`src/rtl/arith_pkg.sv`:
```
// Shared definitions for the arithmetic unit (multiplier and divider).
// Holds the common FSM state encoding and the default operand width.
package arith_pkg;

   typedef enum logic [1:0] {
      IDLE = 2'd0,
      RUN  = 2'd1,
      DONE = 2'd2
   } arith_state_e;

   localparam int ARITH_WIDTH = 4;

endpackage

```
`src/rtl/seq_mul_if.sv`:
```
// Start/done handshake bundle for the iterative multiplier.
// The requester uses the master modport and the multiplier uses the slave modport.
interface seq_mul_if
   import arith_pkg::*;
#(
   parameter int WIDTH = ARITH_WIDTH
);

   logic                 start;
   logic [WIDTH-1:0]     a;
   logic [WIDTH-1:0]     b;
   logic                 is_signed;
   logic                 busy;
   logic                 done;
   logic [2*WIDTH-1:0]   product;

   modport master (
      output start,
      output a,
      output b,
      output is_signed,
      input  busy,
      input  done,
      input  product
   );

   modport slave (
      input  start,
      input  a,
      input  b,
      input  is_signed,
      output busy,
      output done,
      output product
   );

endinterface

```
`src/rtl/seq_mul.sv`:
```
// Iterative shift-and-add multiplier producing one partial product per clock.
// Signed operands are handled as sign plus magnitude, and the sign is applied when the result is stored.
module seq_mul
   import arith_pkg::*;
#(
   parameter int WIDTH = ARITH_WIDTH
) (
   input  logic      clk,
   input  logic      rst_n,
   seq_mul_if.slave  bus
);

   localparam int PW = 2 * WIDTH;
   localparam int CW = $clog2(WIDTH + 1);

   arith_state_e     state_q, state_d;
   logic [PW-1:0]    mcand_q, mcand_d;
   logic [WIDTH:0]   mplier_q, mplier_d;
   logic [PW-1:0]    acc_q, acc_d;
   logic [CW-1:0]    count_q, count_d;
   logic             neg_q, neg_d;
   logic [PW-1:0]    product_q, product_d;

   logic [WIDTH:0]   a_ext, b_ext;
   logic [WIDTH:0]   a_mag, b_mag;
   logic [PW-1:0]    acc_sum;

   // One extra bit keeps the magnitude of the most negative operand representable.
   always_comb begin
      a_ext = bus.is_signed ? {bus.a[WIDTH-1], bus.a} : {1'b0, bus.a};
      b_ext = bus.is_signed ? {bus.b[WIDTH-1], bus.b} : {1'b0, bus.b};
      a_mag = a_ext[WIDTH] ? -a_ext : a_ext;
      b_mag = b_ext[WIDTH] ? -b_ext : b_ext;
      acc_sum = acc_q + (mplier_q[0] ? mcand_q : {PW{1'b0}});
   end

   always_comb begin
      state_d   = state_q;
      mcand_d   = mcand_q;
      mplier_d  = mplier_q;
      acc_d     = acc_q;
      count_d   = count_q;
      neg_d     = neg_q;
      product_d = product_q;

      case (state_q)
         IDLE: begin
            if (bus.start) begin
               mcand_d  = {{(PW-WIDTH-1){1'b0}}, a_mag};
               mplier_d = b_mag;
               neg_d    = bus.is_signed & (bus.a[WIDTH-1] ^ bus.b[WIDTH-1]);
               acc_d    = '0;
               count_d  = '0;
               state_d  = RUN;
            end
         end
         RUN: begin
            acc_d    = acc_sum;
            mcand_d  = mcand_q << 1;
            mplier_d = mplier_q >> 1;
            count_d  = count_q + CW'(1);
            // The final step stores the result so it is already valid in the DONE cycle.
            if (count_q == CW'(WIDTH - 1)) begin
               product_d = neg_q ? -acc_sum : acc_sum;
               state_d   = DONE;
            end
         end
         DONE: begin
            state_d = IDLE;
         end
         default: begin
            state_d = IDLE;
         end
      endcase
   end

   always_ff @(posedge clk) begin
      if (!rst_n) begin
         state_q   <= IDLE;
         mcand_q   <= '0;
         mplier_q  <= '0;
         acc_q     <= '0;
         count_q   <= '0;
         neg_q     <= 1'b0;
         product_q <= '0;
      end else begin
         state_q   <= state_d;
         mcand_q   <= mcand_d;
         mplier_q  <= mplier_d;
         acc_q     <= acc_d;
         count_q   <= count_d;
         neg_q     <= neg_d;
         product_q <= product_d;
      end
   end

   assign bus.busy    = (state_q != IDLE);
   assign bus.done    = (state_q == DONE);
   assign bus.product = product_q;

endmodule
```
`src/flat_wrapper.sv`:
```
// flat-port wrapper written by rule: the top's interface ports become plain ports
module seq_mul_flat import arith_pkg::*;
#(
   parameter int WIDTH = ARITH_WIDTH
)
  (clk, rst_n, bus_start, bus_a, bus_b, bus_is_signed, bus_busy, bus_done, bus_product);
  seq_mul_if #(.WIDTH(WIDTH)) bus_i ();
  input  logic clk;
  input  logic rst_n;
  input wire logic [$bits(bus_i.start)-1:0] bus_start;
  input wire logic [$bits(bus_i.a)-1:0] bus_a;
  input wire logic [$bits(bus_i.b)-1:0] bus_b;
  input wire logic [$bits(bus_i.is_signed)-1:0] bus_is_signed;
  output wire logic [$bits(bus_i.busy)-1:0] bus_busy;
  output wire logic [$bits(bus_i.done)-1:0] bus_done;
  output wire logic [$bits(bus_i.product)-1:0] bus_product;
  assign bus_i.start = bus_start;
  assign bus_i.a = bus_a;
  assign bus_i.b = bus_b;
  assign bus_i.is_signed = bus_is_signed;
  assign bus_busy = bus_i.busy;
  assign bus_done = bus_i.done;
  assign bus_product = bus_i.product;
  seq_mul #(.WIDTH(WIDTH)) u_core (.clk(clk), .rst_n(rst_n), .bus(bus_i));
endmodule
```
`config.mk`:
```
export PLATFORM = sky130hd
export DESIGN_NAME = seq_mul_flat
export DESIGN_NICKNAME = d
export VERILOG_FILES = /design/src/rtl/arith_pkg.sv /design/src/rtl/seq_mul_if.sv /design/src/rtl/seq_mul.sv /design/src/flat_wrapper.sv
export SDC_FILE = /design/constraint.sdc
export NUM_CORES = 1
export LEC_CHECK = 0
export ABC_AREA = 1
export CELL_PAD_IN_SITES_DETAIL_PLACEMENT = 1
export CELL_PAD_IN_SITES_GLOBAL_PLACEMENT = 1
export CORE_ASPECT_RATIO = 2
export CORE_MARGIN = 4
export CORE_UTILIZATION = 28
export CTS_CLUSTER_SIZE = 16
export DETAILED_ROUTE_END_ITERATION = 10
export PLACE_DENSITY = 0.67
export SLEW_MARGIN = 20
export SYNTH_ARGS = -nofsm -noshare
export SYNTH_HDL_FRONTEND = slang
export SYNTH_SLANG_ARGS = --single-unit
export TNS_END_PERCENT = 20
```
`constraint.sdc`:
```
create_clock -name clk -period 4.89 [get_ports clk]
set_input_delay 1.467 -clock clk [delete_from_list [all_inputs] [get_ports clk]]
set_output_delay 1.467 -clock clk [all_outputs]
set_load 0.02 [all_outputs]
```
==> results_dict.tcl <==
set metrics [dict create \
    crit_family "buffers and inverters" \
    first_global_vias 2058 \
    ys_async_sr_fraction_pct 0 \
    hold_violations 0 \
    met2_usage_pct 26.7 \
    stdcell_count 400 \
    io_pins 22 \
    grt_pass1_wl_um 9170 \
    reg2reg_from "u_core.mplier_q[0]$_SDFFE_PN0P_" \
    synthFlopType "dfxtp_1" \
    fmax_ghz 0.349 \
    vias_per_cell 4.75 \
    synthTopCellsByCount "nand2_1, dfxtp_1, inv_1" \
    grt_usage_pct 14.2 \
    initial_core_util_pct 28.8 \
    die_y_um 128 \
    clock-sinks 35 \
    htree_num_levels 2 \
    combPwrFrac_pct 10.0 \
    worst_setup_path_end_kind "flop" \
    p_leak_uw 0.00110 \
    period_share_pct 58.6 \
    drt_iter0_drc 26 \
    synth.avg_cell_area_sq_um 6.92 \
    worstPathArrival_ns 3.04 \
    first_pass_iters 4 \
    grt_busiest_layer "met2" \
    synth-edff-count 0 \
    slowest_delay_ns 0.68 \
    numCtsBuffers 5 \
    drcViolationCount 0 \
    p_per_area_mw_per_mm2 279 \
    cts-root-buf "clkbuf_16" \
    synth_top_area_share_pct 34.8 \
    io_buffers 21 \
    postCtsSetupBuffers 0 \
    synth_nets 316 \
    die_area_sq_mm 0.00869 \
    grt_use_met1_pct 12.9 \
    status "finished, final reports clean" \
    antenna_found_initial 0 \
    worstSetupStartpointType "primary input" \
    intPower_uw 506 \
    p_sw_uw 172 \
    synth-seq-cells 35 \
    min_from "u_core.mplier_q[4]$_SDFFE_PN0P_" \
    cpMaxStageDelayCell "inv_1" \
    gp_congestion 0.743 \
    min_period_ns 2.87 \
    relSlewSlack_pct 43.4 \
    insertion_delay_ns 0.28 \
    irDropWorstVdd_mv 0.227 \
    hold-path-endpoint "u_core.mplier_q[4]$_SDFFE_PN0P_" \
    yosys_warnings 0 \
    path_clk_slew_ns 0.06 \
    wl_per_cell_um 13.2 \
    required_ns 5.07 \
    drive_above_1_share_pct 9.68 \
    synthCells 291 \
    yosys.area.top_type "dfxtp_1" \
    core_sq_mm 0.00699 \
    grt_max_degree 26 \
    criticalPathCategory "in2reg" \
    die_x_um 68.0 \
    antenna_left 0 \
    grt.overflow.total 0 \
    path_cells "clkdlybuf4s50_1 > inv_1 > nor2_1 > nand2_1 > nand2_1" \
    synth_area_leaders "dfxtp_1, nand2_1, ha_1" \
    cts_tree "done" \
    setup_violations 0 \
    drv_cap 0 \
    diodes 0 \
    rsz0062_at_grt "no" \
    p_clk_share_pct 45.7 \
    use_met3_pct 2.72 \
    synth.distinct_cells 28 \
    p_seq_share_pct 44.4 \
    worstHoldPathCells 2 \
    syn_to_final_growth_pct 20.4 \
    fin_worst_skew_ns 0.00311 \
    nets 334 \
    cts_hold_buf 0 \
    hold_path_class "reg2reg" \
    rrSetupSlack_ns 2.44 \
    rows 43 \
    r2r_cells 15 \
    drv_slew 0 \
    finish.utilization_pct 34.7 \
    power.share.switching_pct 25.3 \
    wirelength_um 5270 \
    synth.most_common_cell "nand2_1" \
    ctsResizeCount 0 \
    crit_path_frequent_cell "nand2_1" \
    totalNegativeSetupSlack_ns 0 \
    seq_area_frac_synth_pct 34.8 \
    hpwl_um 4170 \
    cp_max_fo 25 \
    clockBufferDepth 2 \
    via_count 1901 \
    cp.buffers_inverters 2 \
    synthesis.area_sq_mm 0.00201 \
    worstReg2RegEnd "u_core.bus.product[6]$_SDFFE_PN0P_" \
    dp_cells 392 \
    tightestPinTransition_ns 0.845 \
]
-- cell usage in the layout, fill, tap and decap left out --
cell,synthesis,routed
or2_2,1,1
nor2_1,14,14
a22o_1,1,1
nand3_2,3,3
clkdlybuf4s50_1,0,21
nor2_2,2,2
a21oi_2,1,1
and2_1,1,1
nor2_4,2,2
clkinvlp_4,0,1
o21ai_0,11,11
xor2_1,5,5
o221ai_1,1,1
ha_1,12,12
nand2_1,84,84
nor3_1,1,1
dfxtp_1,35,35
clkinv_2,0,1
clkbuf_16,0,5
a21oi_1,25,25
nand3_1,19,19
nand2_2,9,9
inv_2,5,5
inv_1,34,34
o31ai_1,2,2
clkbuf_1,3,1
a31oi_1,9,9
clkinv_1,1,1
fa_1,1,1
o21a_1,2,2
-- sequential cells by signal, summed over array words and instances (netlist names) --
signal / count
u_core.neg_q: 1
u_core.count_q: 3
u_core.acc_q: 8
u_core.mcand_q: 8
u_core.bus.product: 8
u_core.mplier_q: 5
u_core.state_q: 2
-- worst register-to-register path, delay by kind of cell, from the launching register on --
| kind | cells | cell delay [ns] |
|---|---|---|
| buf+inv | 4 | 0.30 |
| fa+ha+maj | 3 | 0.83 |
| flops | 1 | 0.51 |
| simple gates | 8 | 0.72 |
-- logic make-up (layout without fill, tap and decap cells) --
logic type	Yosys count	after routing	share of synthesized area (%)
xor gates and xnor gates	5	5	2.18
adders and majority gates	13	13	8.45
AOI/OAI and AO/OA	52	52	14.5
DFF	35	35	34.8
and+or+nand+nor	136	136	29.9
buffers and inverters	50	69	10.1
-- per-stage QoR --
step	area (sq um)	hold slack (ns)	total power, uW	setup WS, ns
floorplan	2010	0.432	353	2.69
global route	2420	0.488	715	1.92
finish	2420	0.460	677	2.02
CTS	2420	0.461	690	2.01
global placement	2280	0.451	374	1.76
detailed placement	2280	0.451	376	1.72
-- cell type report --
cell class              instances  area [sq um]
multi-input cells             206          1110
well taps                      90           113
fillers                       904          4570
clock inverters                 2          12.5
repair buffers                 21           210
clock buffers                   6           129
flip-flops and latches         35           701
inverters                      40           150
-- power groups by stage --
stage                     registers [uW]  logic (uW)  clock network (uW)
after floorplan                      302        50.1                   0
after global placement               306        67.7                   0
after detailed placement             307        69.3                   0
after CTS                            301        69.5                 320
after global routing                 302        77.1                 336
final                                301        67.4                 309
-- metal layers --
layer,wire (um),part of all wire [%]
met1,1850,35
met2,3080,59
met3,107,2.0
met4,231,4.4
met5,0,0
-- how the worst max path moves through the flow --
stage | to | start | depth (start not counted) | slack, ns
CTS | u_core.bus.product[0]$_SDFFE_PN0P_ | rst_n | 5 | 2.01
global route | u_core.bus.product[0]$_SDFFE_PN0P_ | rst_n | 5 | 1.92
finish | u_core.bus.product[0]$_SDFFE_PN0P_ | rst_n | 5 | 2.02
floorplan | u_core.mplier_q[2]$_SDFFE_PN0P_ | bus_start | 6 | 2.69
global placement | u_core.bus.product[0]$_SDFFE_PN0P_ | rst_n | 5 | 1.76
detailed placement | u_core.bus.product[0]$_SDFFE_PN0P_ | rst_n | 5 | 1.72
Power figures use the tool's default switching activity.
